[src/rtl/uart_frame_sender.sv]
// rtl/uart_frame_sender.sv - packet-to-UART serializer: 8 data bits, optional parity, one stop bit, optional inter-byte gap
module uart_frame_sender #(
    parameter int NBYTES       = 14,
    parameter int CLKS_PER_BIT = 27,
    parameter int GAP_CLKS     = 0,
    parameter int PARITY       = 0
) (
    input  logic                          clk_3125,
    input  logic                          rst_n,
    input  logic                          start,
    input  logic [$clog2(NBYTES+1)-1:0]   len,
    input  logic [8*NBYTES-1:0]           data_in,
    output logic                          busy,
    output logic                          done,
    output logic                          tx
);

    localparam int LW   = $clog2(NBYTES + 1);
    localparam int MAXC = (CLKS_PER_BIT > GAP_CLKS) ? CLKS_PER_BIT : GAP_CLKS;
    localparam int TW   = $clog2(MAXC);

    localparam logic [TW-1:0] BIT_LAST = TW'(CLKS_PER_BIT - 1);
    localparam logic [TW-1:0] GAP_LAST = TW'((GAP_CLKS > 0) ? GAP_CLKS - 1 : 0);
    localparam logic [LW-1:0] NB_MAX   = LW'(NBYTES);

    typedef enum logic [2:0] {
        IDLE       = 3'd0,
        START_BIT  = 3'd1,
        DATA_BITS  = 3'd2,
        PARITY_BIT = 3'd3,
        STOP_BIT   = 3'd4,
        GAP        = 3'd5,
        FINISH     = 3'd6
    } state_t;

    state_t              state_q, state_d;
    logic [TW-1:0]       timer_q, timer_d;
    logic [2:0]          bit_idx_q, bit_idx_d;
    logic [LW-1:0]       byte_idx_q, byte_idx_d;
    logic [LW-1:0]       len_eff_q, len_eff_d;
    logic [8*NBYTES-1:0] data_q, data_d;
    logic                tx_q, tx_d;
    logic                busy_q, busy_d;
    logic                done_q, done_d;

    logic                bit_end;
    logic                last_byte;

    assign bit_end   = (timer_q == BIT_LAST);
    assign last_byte = ((byte_idx_q + LW'(1)) == len_eff_q);

    always_ff @(posedge clk_3125 or negedge rst_n) begin
        if (!rst_n) begin
            state_q    <= IDLE;
            timer_q    <= '0;
            bit_idx_q  <= '0;
            byte_idx_q <= '0;
            len_eff_q  <= '0;
            data_q     <= '0;
            tx_q       <= 1'b1;
            busy_q     <= 1'b0;
            done_q     <= 1'b0;
        end else begin
            state_q    <= state_d;
            timer_q    <= timer_d;
            bit_idx_q  <= bit_idx_d;
            byte_idx_q <= byte_idx_d;
            len_eff_q  <= len_eff_d;
            data_q     <= data_d;
            tx_q       <= tx_d;
            busy_q     <= busy_d;
            done_q     <= done_d;
        end
    end

    // The active byte always sits in data_q[7:0]; the packet shifts down one byte per frame.
    always_comb begin
        state_d    = state_q;
        timer_d    = timer_q;
        bit_idx_d  = bit_idx_q;
        byte_idx_d = byte_idx_q;
        len_eff_d  = len_eff_q;
        data_d     = data_q;
        unique case (state_q)
            IDLE: begin
                if (start) begin
                    if (len != '0) begin
                        state_d    = START_BIT;
                        data_d     = data_in;
                        len_eff_d  = (len > NB_MAX) ? NB_MAX : len;
                        byte_idx_d = '0;
                        bit_idx_d  = '0;
                        timer_d    = '0;
                    end else begin
                        state_d = FINISH;
                    end
                end
            end
            START_BIT: begin
                if (bit_end) begin
                    timer_d   = '0;
                    bit_idx_d = '0;
                    state_d   = DATA_BITS;
                end else begin
                    timer_d = timer_q + TW'(1);
                end
            end
            DATA_BITS: begin
                if (bit_end) begin
                    timer_d = '0;
                    if (bit_idx_q == 3'd7) begin
                        state_d = (PARITY != 0) ? PARITY_BIT : STOP_BIT;
                    end else begin
                        bit_idx_d = bit_idx_q + 3'd1;
                    end
                end else begin
                    timer_d = timer_q + TW'(1);
                end
            end
            PARITY_BIT: begin
                if (bit_end) begin
                    timer_d = '0;
                    state_d = STOP_BIT;
                end else begin
                    timer_d = timer_q + TW'(1);
                end
            end
            STOP_BIT: begin
                if (bit_end) begin
                    timer_d = '0;
                    if (last_byte) begin
                        state_d = FINISH;
                    end else begin
                        byte_idx_d = byte_idx_q + LW'(1);
                        data_d     = data_q >> 8;
                        state_d    = (GAP_CLKS > 0) ? GAP : START_BIT;
                    end
                end else begin
                    timer_d = timer_q + TW'(1);
                end
            end
            GAP: begin
                if (timer_q == GAP_LAST) begin
                    timer_d = '0;
                    state_d = START_BIT;
                end else begin
                    timer_d = timer_q + TW'(1);
                end
            end
            FINISH: begin
                state_d = IDLE;
            end
            default: begin
                state_d = IDLE;
            end
        endcase
    end

    // Outputs are decoded from the next state so tx/busy/done come straight from flops.
    always_comb begin
        tx_d   = 1'b1;
        busy_d = 1'b0;
        done_d = 1'b0;
        unique case (state_d)
            START_BIT: begin
                tx_d   = 1'b0;
                busy_d = 1'b1;
            end
            DATA_BITS: begin
                tx_d   = data_d[bit_idx_d];
                busy_d = 1'b1;
            end
            PARITY_BIT: begin
                tx_d   = (PARITY == 2) ? ~(^data_d[7:0]) : (^data_d[7:0]);
                busy_d = 1'b1;
            end
            STOP_BIT, GAP: begin
                busy_d = 1'b1;
            end
            FINISH: begin
                done_d = 1'b1;
            end
            default: begin
                tx_d = 1'b1;
            end
        endcase
    end

    assign tx   = tx_q;
    assign busy = busy_q;
    assign done = done_q;

endmodule

[config.mk]
export PLATFORM = sky130hd
export DESIGN_NAME = uart_frame_sender
export DESIGN_NICKNAME = d
export VERILOG_FILES = /design/src/rtl/uart_frame_sender.sv
export SDC_FILE = /design/constraint.sdc
export NUM_CORES = 1
export LEC_CHECK = 0
export ABC_CLOCK_PERIOD_IN_PS = 3700
export BUFFER_PORTS_ARGS = -buffer_cell sky130_fd_sc_hd__buf_2
export CORE_ASPECT_RATIO = 0.9
export CORE_MARGIN = 4
export CORE_UTILIZATION = 50
export CTS_BUF_LIST = sky130_fd_sc_hd__clkbuf_16
export CTS_CLUSTER_DIAMETER = 50
export DETAILED_ROUTE_END_ITERATION = 12
export HOLD_SLACK_MARGIN = 0.05
export PLACE_DENSITY = 0.73
export SYNTH_ARGS = -nofsm -noshare
export SYNTH_HDL_FRONTEND = slang
export SYNTH_SLANG_ARGS = --single-unit
[constraint.sdc]
create_clock -name clk_3125 -period 3.7 [get_ports clk_3125]
set_input_delay 0.555 -clock clk_3125 [delete_from_list [all_inputs] [get_ports clk_3125]]
set_output_delay 0.555 -clock clk_3125 [all_outputs]
set_load 0.01 [all_outputs]
After elaboration in Yosys (flattened, before gate mapping)
Index checks and enable logic that the tools add are counted.
- multiplexer cells: 37
- equality and inequality tests: 18
- magnitude comparators: 2
- add/subtract/negate cells: 3
- reduce and logical (&&, ||, !) cells: 11
- operators by type and width (cell ; count):
    two-way mux 112 bit ; 4
    case mux 112 bit (2 select lines) ; 1
    two-way mux 3 bit ; 14
    two-way mux 4 bit ; 5
    two-way mux 5 bit ; 4
    equality test 3 bit (second input constant) ; 6
    case mux 3 bit (6 select lines) ; 1
    case mux 5 bit (3 select lines) ; 1
    equality test 3 x 2 -> 1 bit (second input constant) ; 4
    case mux 3 bit (3 select lines) ; 1
    < comparator 3 x 8 -> 1 bit (second input constant) ; 1
    != test 2 bit (second input constant) ; 4
    case mux 4 bit (2 select lines) ; 1
    parity 8 bit ; 1
    equality test 3 x 1 -> 1 bit (second input constant) ; 2
    AND reduction 3 bit ; 2
    adder 5 x 1 -> 5 bit (second input constant) ; 1
    equality test 5 bit (second input constant) ; 1
    zero test 5 bit ; 1
    AND reduction 5 bit ; 1
    OR reduction 5 bit ; 1
    adder 4 x 1 -> 4 bit (second input constant) ; 1
    equality test 4 bit ; 1
    greater-than comparator 4 bit (second input constant) ; 1
    other kinds (9) ; 11
- flip-flop bits (word level): 134
- bits of input ports: 119
- output and inout bits: 3
- logic and storage cells: 81

Longest topological paths before layout
Gate-level depths: netlist of run 1.
- depth in word-level cells: 8
- gate-level depth with buffers: 12
- depth with buffers taken out: 10

Worst setup path after synthesis of run 1
Ideal clock, no wire load.
- kind: register -> register
- start: register byte_idx_q[0]
- end: register tx_q (netlist: tx)
- arrival time: 2.495 ns
- path slack: 1.145 ns
- stages on the path, launching flop included: 11
- setup time: 0.060 ns
- path through: dfrtp_1 ha_1 xor3_1 nor3_4 a21o_1 buf_6 a221o_1 mux2i_1 mux2_2 a221oi_1 a211o_1
- cells in the longest elaborated chain, start to end: 8
- elaborated cells on any way between the ends: 15
- classes of those cells: add/sub (1); eq/ne (4); mux (9); reduce/logical (1)
- ends and longest elaborated chain (what ; RTL line ; RTL):
    from (decl) ; 39 ; logic [LW-1:0] byte_idx_q, byte_idx_d;
    from (signal assigned) ; 67 ; byte_idx_q <= byte_idx_d;
    adder 4 x 1 -> 4 bit (*) ; 50 ; assign last_byte = ((byte_idx_q + LW'(1)) == len_eff_q);
    equality test 4 bit (*) ; 50 ;
    two-way mux 112 bit (*) ; 131 ; if (last_byte) begin
    two-way mux 112 bit (*) ; 129 ; if (bit_end) begin
    case mux 112 bit (2 select lines) (*) ; 84 ; unique case (state_q)
    named net data_d[2] ; 41 ; logic [8*NBYTES-1:0] data_q, data_d;
    binary-select mux 1 bit (select 3 bit) ; 170 ; tx_d = data_d[bit_idx_d];
    two-way mux 1 bit (not written as such) ; 170 ;
    case mux 1 bit (3 select lines) (*) ; 164 ; unique case (state_d)
    named net tx_d ; 42 ; logic tx_q, tx_d;
    to (signal assigned) ; 70 ; tx_q <= tx_d;
    to (decl) ; 42 ;
The timed path passes the listed nets; every way through them passes the cells marked *. The select of a mux whose other input is x is not followed.
A chain may end at the register's enable or synchronous reset.

Final worst setup path of run 1
Ends and elaborated chain as after synthesis.

==> flow_summary.ini, run 1 <==
[detailed_routing]
vias_per_cell = 5.55
ant_nets = 0
vias = 5016
wirelength_um = 15300
drt-wirelength-per-cell_um = 16.9
firstDrtPassIters = 6
drt_iter0_markers = 513
drc = 0

[floorplan]
die_x_um = 125
io_pins = 122
die-area_um2 = 14100
placementRows = 38
core_um2 = 12000
dieHeight_um = 113
initial_utilization = 0.511

[placed_design]
io_buffers = 121
placed_cells = 871
dp_hpwl_um = 10100
gp_congestion = 0.804
dpl_worst_slack_ns = 0.627

[yosys]
seq_area_frac_synth = 0.545
synth-seq-cells = 134
yosysWarnings = 0
syn_nets = 745
yosysUniqueCellTypes = 56
syn_area_per_cell_um2 = 9.90
synth_area_um2 = 6150
ys.flop_type = dfrtp_1
syn_inst = 621
synth-edff-count = 0
async_flop_share = 1.00

[run_status]
status = complete, no violations

[power]
p_leak_nw = 3.75
p_seq_frac = 0.431
peakVddDrop_mv = 0.414
pwr-share-clk = 0.288
switching_share = 0.333
p_int_mw = 3.92
power_frac_comb = 0.281
power_mw = 5.89
power.switching_mw = 1.96
powerDensity_nw_per_um2 = 787

[timing]
timing.hold.ws_ns = 0.201
period_needed_ns = 3.13
fin_crit_sh = 0.845
setup_tns_ns = 0
grt_setup_unrepaired = false
worst_pin_slew_ns = 1.10
maxSlewHeadroom = 0.269
fin_skew_ns = 0.0110
fin_ws_ns = 0.573
final_hold_viol_count = 0
final-max-slew-violation-count = 0
fmax_ghz = 0.320
finalSetupViolCount = 0

[global_routing]
grt_max_degree = 105
grt.overflow.total = 0
antenna_found_initial = 3
grt_pass1_wl_um = 25500
grt_pass1_vias = 5031
grt_use_total = 0.224

[clocking]
cts_resized = 0
clkSinkCount = 134
hold_buffers = 0
postCtsSetupBuffers = 0
clock_latency_ns = 0.41
clock_path_buffers = 2
clk_pin_slew_worst_paths_ns = 0.06
clockRootBuffer = clkbuf_16
cts_buffers = 17
tritoncts = yes
htreeDepth = 4

[finish]
final_cells = 904
layout_commonest_cell = nand2_1
final_cell_mix = nand2_1, dfrtp_1, buf_2, a22oi_1, clkbuf_16
areaGrowthSynthToFinish_pct = 21.7
drive_gt1_frac = 0.231
nNetsFinal = 854

[setup_path]
worstSetupPathType = reg -> reg
worstReg2RegStart = byte_idx_q[0]
reg2reg_setup_slack_ns = 0.57
cp-end-kind = flip-flop
endpoint = tx
cp.required_ns = 4.06
rr_endpoint = tx
ff2ff_path_depth = 9
crit_path_start = byte_idx_q[0]
start_kind = flip-flop
path_max_fanout = 11
arrival_ns = 3.48

[run]
maxCapViolCount = 0

[hold_path]
hp-class = in -> async
[through the flow]
step	instance area, um^2	utilization
after global routing	7480	0.622
after global placement	6890	0.573
after detailed placement	6890	0.573
after CTS	7480	0.622
after floorplan	6150	-
final	7480	0.622
[Yosys cell counts (all sizes together) (3+ instances only)]
| cell type | n | area, um^2 |
|---|---|---|
| nand2 | 203 | 764 |
| dfrtp | 133 | 3330 |
| a22oi | 96 | 721 |
| clkbuf | 31 | 116 |
| nor2 | 18 | 67.6 |
| o21ai | 14 | 70.1 |
| a22o | 13 | 114 |
| a21oi | 10 | 50.1 |
| buf | 8 | 47.5 |
| inv | 8 | 30.0 |
| nand3 | 8 | 40.0 |
| a211oi | 7 | 62.6 |
| xnor2 | 7 | 68.8 |
| and2 | 6 | 37.5 |
| ha | 5 | 62.6 |
| nor2b | 5 | 31.3 |
| xor2 | 5 | 43.8 |
| mux2i | 4 | 40.0 |
| a311oi | 3 | 67.6 |
| mux2 | 3 | 33.8 |
| nand2b | 3 | 18.8 |
| nor3b | 3 | 27.5 |
| o31ai | 3 | 22.5 |
| o41ai | 3 | 33.8 |
[cell type report]
cell class / instances / area [um^2]
diodes: 1 / 2.50
clock buffers: 17 / 425
clock inverters: 15 / 168
fillers: 1044 / 4550
inverters: 8 / 30.0
multi-input cells: 440 / 2620
flip-flops and latches: 134 / 3350
well taps: 160 / 200
repair buffers: 129 / 684
[cell families after synthesis]
group                      synth area share
AOI/OAI and AO/OA                     0.204
and+or+nand+nor                       0.175
buffers and inverters                0.0315
adders and majority gates            0.0102
muxes                                0.0120
xor gates and xnor gates             0.0222
DFF                                   0.545
[worst min path at each step]
stage	to	slack, ns	cells past startpoint
2_1_floorplan	bit_idx_q[0]	0.26	0
3_3_place_gp	data_q[46]	0.45	2
3_5_place_dp	data_q[31]	0.46	2
4_1_cts	bit_idx_q[1]	0.28	1
5_1_grt	state_q[2]	0.33	1
6_report	state_q[2]	0.20	1
[layer usage]
layer  vias up  share of wire  track usage
met5         -         0.0018            0
met4         4          0.011       0.0672
met3        19          0.075       0.0835
met2       148           0.48        0.359
met1      2434           0.43        0.289
li1       2411              -            -
[state kept, by name (all words and copies together) (netlist names)]
| register | count |
|---|---|
| bit_idx_q | 3 |
| busy | 1 |
| byte_idx_q | 4 |
| data_q | 112 |
| done | 1 |
| len_eff_q | 4 |
| state_q | 3 |
| timer_q | 5 |
| tx | 1 |
[power groups by stage]
| stage | clock [mW] | combinational (mW) | sequential (mW) |
|---|---|---|---|
| after global routing | 1.80 | 1.90 | 2.62 |
| after floorplan | 0 | 1.30 | 2.40 |
| after CTS | 1.73 | 1.67 | 2.53 |
| final | 1.70 | 1.65 | 2.54 |
| after detailed placement | 0 | 1.66 | 2.54 |
| after global placement | 0 | 1.58 | 2.52 |
[worst max-delay path: stages, from the launching register on]
cell	delay [ns]
dfrtp_1	0.43
ha_1	0.24
xor3_1	0.47
nor3_4	0.32
a21o_1	0.52
a221o_1	0.31
mux2i_1	0.10
mux2_2	0.28
a221oi_1	0.28
a211o_1	0.14
Note: power is estimated with default switching activity, not from simulation.
==> run 2: changes to the inputs <==
--- a/config.mk
+++ b/config.mk
@@ -5,7 +5,8 @@
 export SDC_FILE = /design/constraint.sdc
 export NUM_CORES = 1
 export LEC_CHECK = 0
-export ABC_CLOCK_PERIOD_IN_PS = 3700
+export ABC_AREA = 1
+export ABC_CLOCK_PERIOD_IN_PS = 3300
 export BUFFER_PORTS_ARGS = -buffer_cell sky130_fd_sc_hd__buf_2
 export CORE_ASPECT_RATIO = 0.9
 export CORE_MARGIN = 4
@@ -14,7 +15,7 @@
 export CTS_CLUSTER_DIAMETER = 50
 export DETAILED_ROUTE_END_ITERATION = 12
 export HOLD_SLACK_MARGIN = 0.05
-export PLACE_DENSITY = 0.73
+export PLACE_DENSITY = 0.72
 export SYNTH_ARGS = -nofsm -noshare
 export SYNTH_HDL_FRONTEND = slang
 export SYNTH_SLANG_ARGS = --single-unit
==> constraint.sdc (replaced) <==
create_clock -name clk_3125 -period 3.3 [get_ports clk_3125]
set_input_delay 0.495 -clock clk_3125 [delete_from_list [all_inputs] [get_ports clk_3125]]
set_output_delay 0.495 -clock clk_3125 [all_outputs]
set_load 0.01 [all_outputs]
==> run 2 against run 1 <==
  * Sequential power up 2%
  * Synthesized area grew 14%
  * Register-to-register slack improved by 0.05 ns
  * Non-clock buffer count grew 8
  * Utilization is 1.5 points lower
  * First-iteration DRC count up 13%
  * Routed wire length increased by 19%
  * Final cell count rose by 30%
  * Sequential share of layout area decreased by 4.0 points
  * Total power up 11%
  * Synthesized cell count is 44% higher
  * Critical endpoint is now data_q[100]
==> flow_summary.ini, run 2 <==
[floorplan]
dieHeight_um = 120
io_pins = 122
placementRows = 40
die_x_um = 133
die-area_um2 = 16000
core_um2 = 13500
initial_utilization = 0.518

[setup_path]
worstSetupPathDepth = 12
path_max_fanout = 33
cp-end-kind = flip-flop
worstSetupPathType = reg -> reg
cp.required_ns = 3.62
crit_chain = inv_1 -> ha_1 -> inv_1 -> nor2_1 -> nand2_1 -> clkinv_2 -> nand2_4 -> a21oi_2 -> inv_2 -> buf_4 -> nand2_1 -> o211ai_1
crit_buf_inv = 5
reg2reg_setup_slack_ns = 0.62
start_kind = flip-flop
critPathMaxStageDelay_ns = 0.48
ff2ff_path_depth = 12
path_delay_family = buffers and inverters
arrival_ns = 3.00
cp_slowest_cell = inv_2

[clocking]
cts_resized = 0
tritoncts = yes
htreeDepth = 4
cts_buffers = 17
clock_latency_ns = 0.41
hold_buffers = 0
clk_pin_slew_worst_paths_ns = 0.05
clkSinkCount = 134
clock_path_buffers = 2
postCtsSetupBuffers = 0
clockRootBuffer = clkbuf_16

[finish]
nNetsFinal = 1120
areaGrowthSynthToFinish_pct = 17.2
layout_commonest_cell = nand2_1
top_register = data_q
largest_register_ff_count = 112
n_antenna_cell = 0
final_core_util = 0.607
final_cell_mix = nand2_1, dfrtp_1, nand3_1, buf_2, nand4_1
largestRegisters = data_q x112, timer_q x5
drive_gt1_frac = 0.193

[placed_design]
io_buffers = 121
dp_hpwl_um = 12300
gp_congestion = 0.902

[yosys]
syn_nets = 1021
yosysUniqueCellTypes = 38
yosys-top-cells-area = dfrtp_1, nand2_1, nand4_1
async_flop_share = 1.00
synth_area_um2 = 7000
seq_area_frac_synth = 0.479
synth-edff-count = 0
yosys-top-cells-count = nand2_1, dfrtp_1, nand3_1
syn_area_per_cell_um2 = 7.81
synth_top_area_cell = dfrtp_1
synth_most_common_cell = nand2_1
yosysWarnings = 0
synth_top_area_share = 0.475
syn_inst = 897
ys.flop_type = dfrtp_1
synth-seq-cells = 134

[power]
power_frac_comb = 0.353
switching_share = 0.394
power.switching_mw = 2.57
pwr-share-clk = 0.248
p_leak_nw = 4.21
peakVddDrop_mv = 0.411
p_int_mw = 3.95
p_seq_frac = 0.399
powerDensity_nw_per_um2 = 794

[timing]
final_hold_viol_count = 0
maxSlewHeadroom = 0.566
final-max-slew-violation-count = 0
setup_tns_ns = 0
finalSetupViolCount = 0
grt_setup_unrepaired = false
timing.hold.ws_ns = 0.0971
fin_crit_sh = 0.812
period_needed_ns = 2.68
fin_skew_ns = 0.00652
fmax_ghz = 0.373
worst_pin_slew_ns = 0.651

[detailed_routing]
drt_iter0_markers = 580
ant_nets = 0
firstDrtPassIters = 7
drt-wirelength-per-cell_um = 15.5
vias = 6598
wirelength_um = 18200
vias_per_cell = 5.61
drc = 0

[global_routing]
grt_max_degree = 69
antenna_found_initial = 0
grt_pass1_wl_um = 30000
grt_pass1_vias = 6165
grt_use_total = 0.232
grt.overflow.total = 0

[run]
maxCapViolCount = 0

[run_status]
status = complete, no violations

[hold_path]
hp-class = in -> async
-- run 2: cell count changes after synthesis, sizes merged, moves of 6 or more --
cell    before  now
a211oi       7    1
a22o        13    0
a22oi       96    0
and2         6    0
buf          8   21
inv          8   71
nand2      203  300
nand3        8  127
nand4        0  107
nor2        18   35
o211ai       1    9
o21ai       14   22
o22ai        0    6
xnor2        7    0
-- run 2: power groups by stage --
stage	clock network (mW)	logic [mW]	registers (mW)
floorplan	0	1.77	2.50
global placement	0	2.23	2.61
detailed placement	0	2.30	2.60
CTS	1.64	2.30	2.59
global route	1.71	2.61	2.67
finish	1.62	2.30	2.60
-- run 2: worst paths after layout --
path	endpoint	startpoint
max	data_q[100]	timer_q[0]
min	data_q[110]	rst_n
max reg2reg	data_q[100]	timer_q[0]
min reg2reg	data_q[13]	data_q[13]
max in group asynchronous	data_q[65]	rst_n
min in group clk_3125	data_q[108]	data_in[108]
-- run 2: worst register-to-register path: stages (launching register included) --
cell      delay [ns]
dfrtp_1         0.37
inv_1           0.09
ha_1            0.20
inv_1           0.05
nor2_1          0.03
nand2_1         0.18
clkinv_2        0.34
nand2_4         0.28
a21oi_2         0.09
inv_2           0.48
buf_4           0.32
nand2_1         0.09
o211ai_1        0.09
-- run 2: cells by family after synthesis --
group,Yosys count,share of synthesized area
AO/OA/AOI/OAI,58,0.0516
XOR/XNOR,1,0.00125
adder cells (fa/ha/maj),5,0.00893
buffers and inverters,128,0.0759
flip-flops,134,0.479
AND/OR/NAND/NOR,571,0.383
-- run 2: final cells by class --
class | instances | area (um^2)
Clock buffer | 17 | 425
Clock inverter | 15 | 76.3
Fill cell | 1242 | 5310
Inverter | 71 | 269
Multi-Input combinational cell | 635 | 3120
Sequential cell | 134 | 3350
Tap cell | 168 | 210
Timing Repair Buffer | 137 | 757
-- run 2: metal layers --
metal | track usage | vias up | wire length [um]
li1 | - | 3233 | -
met1 | 0.338 | 3127 | 8460
met2 | 0.348 | 228 | 8420
met3 | 0.0541 | 10 | 1210
met5 | 0 | - | 0
met4 | 0.0636 | 0 | 127
-- run 2: metrics by stage --
| stage | setup WS (ns) | area, um^2 | instances | power (mW) |
|---|---|---|---|---|
| after floorplan | 1.26 | 7000 | 897 | 4.27 |
| after global placement | 0.662 | 7710 | 1145 | 4.84 |
| after detailed placement | 0.619 | 7710 | 1145 | 4.90 |
| after CTS | 0.619 | 8210 | 1177 | 6.53 |
| after global routing | 0.384 | 8210 | 1177 | 7.00 |
| final | 0.620 | 8210 | 1177 | 6.52 |
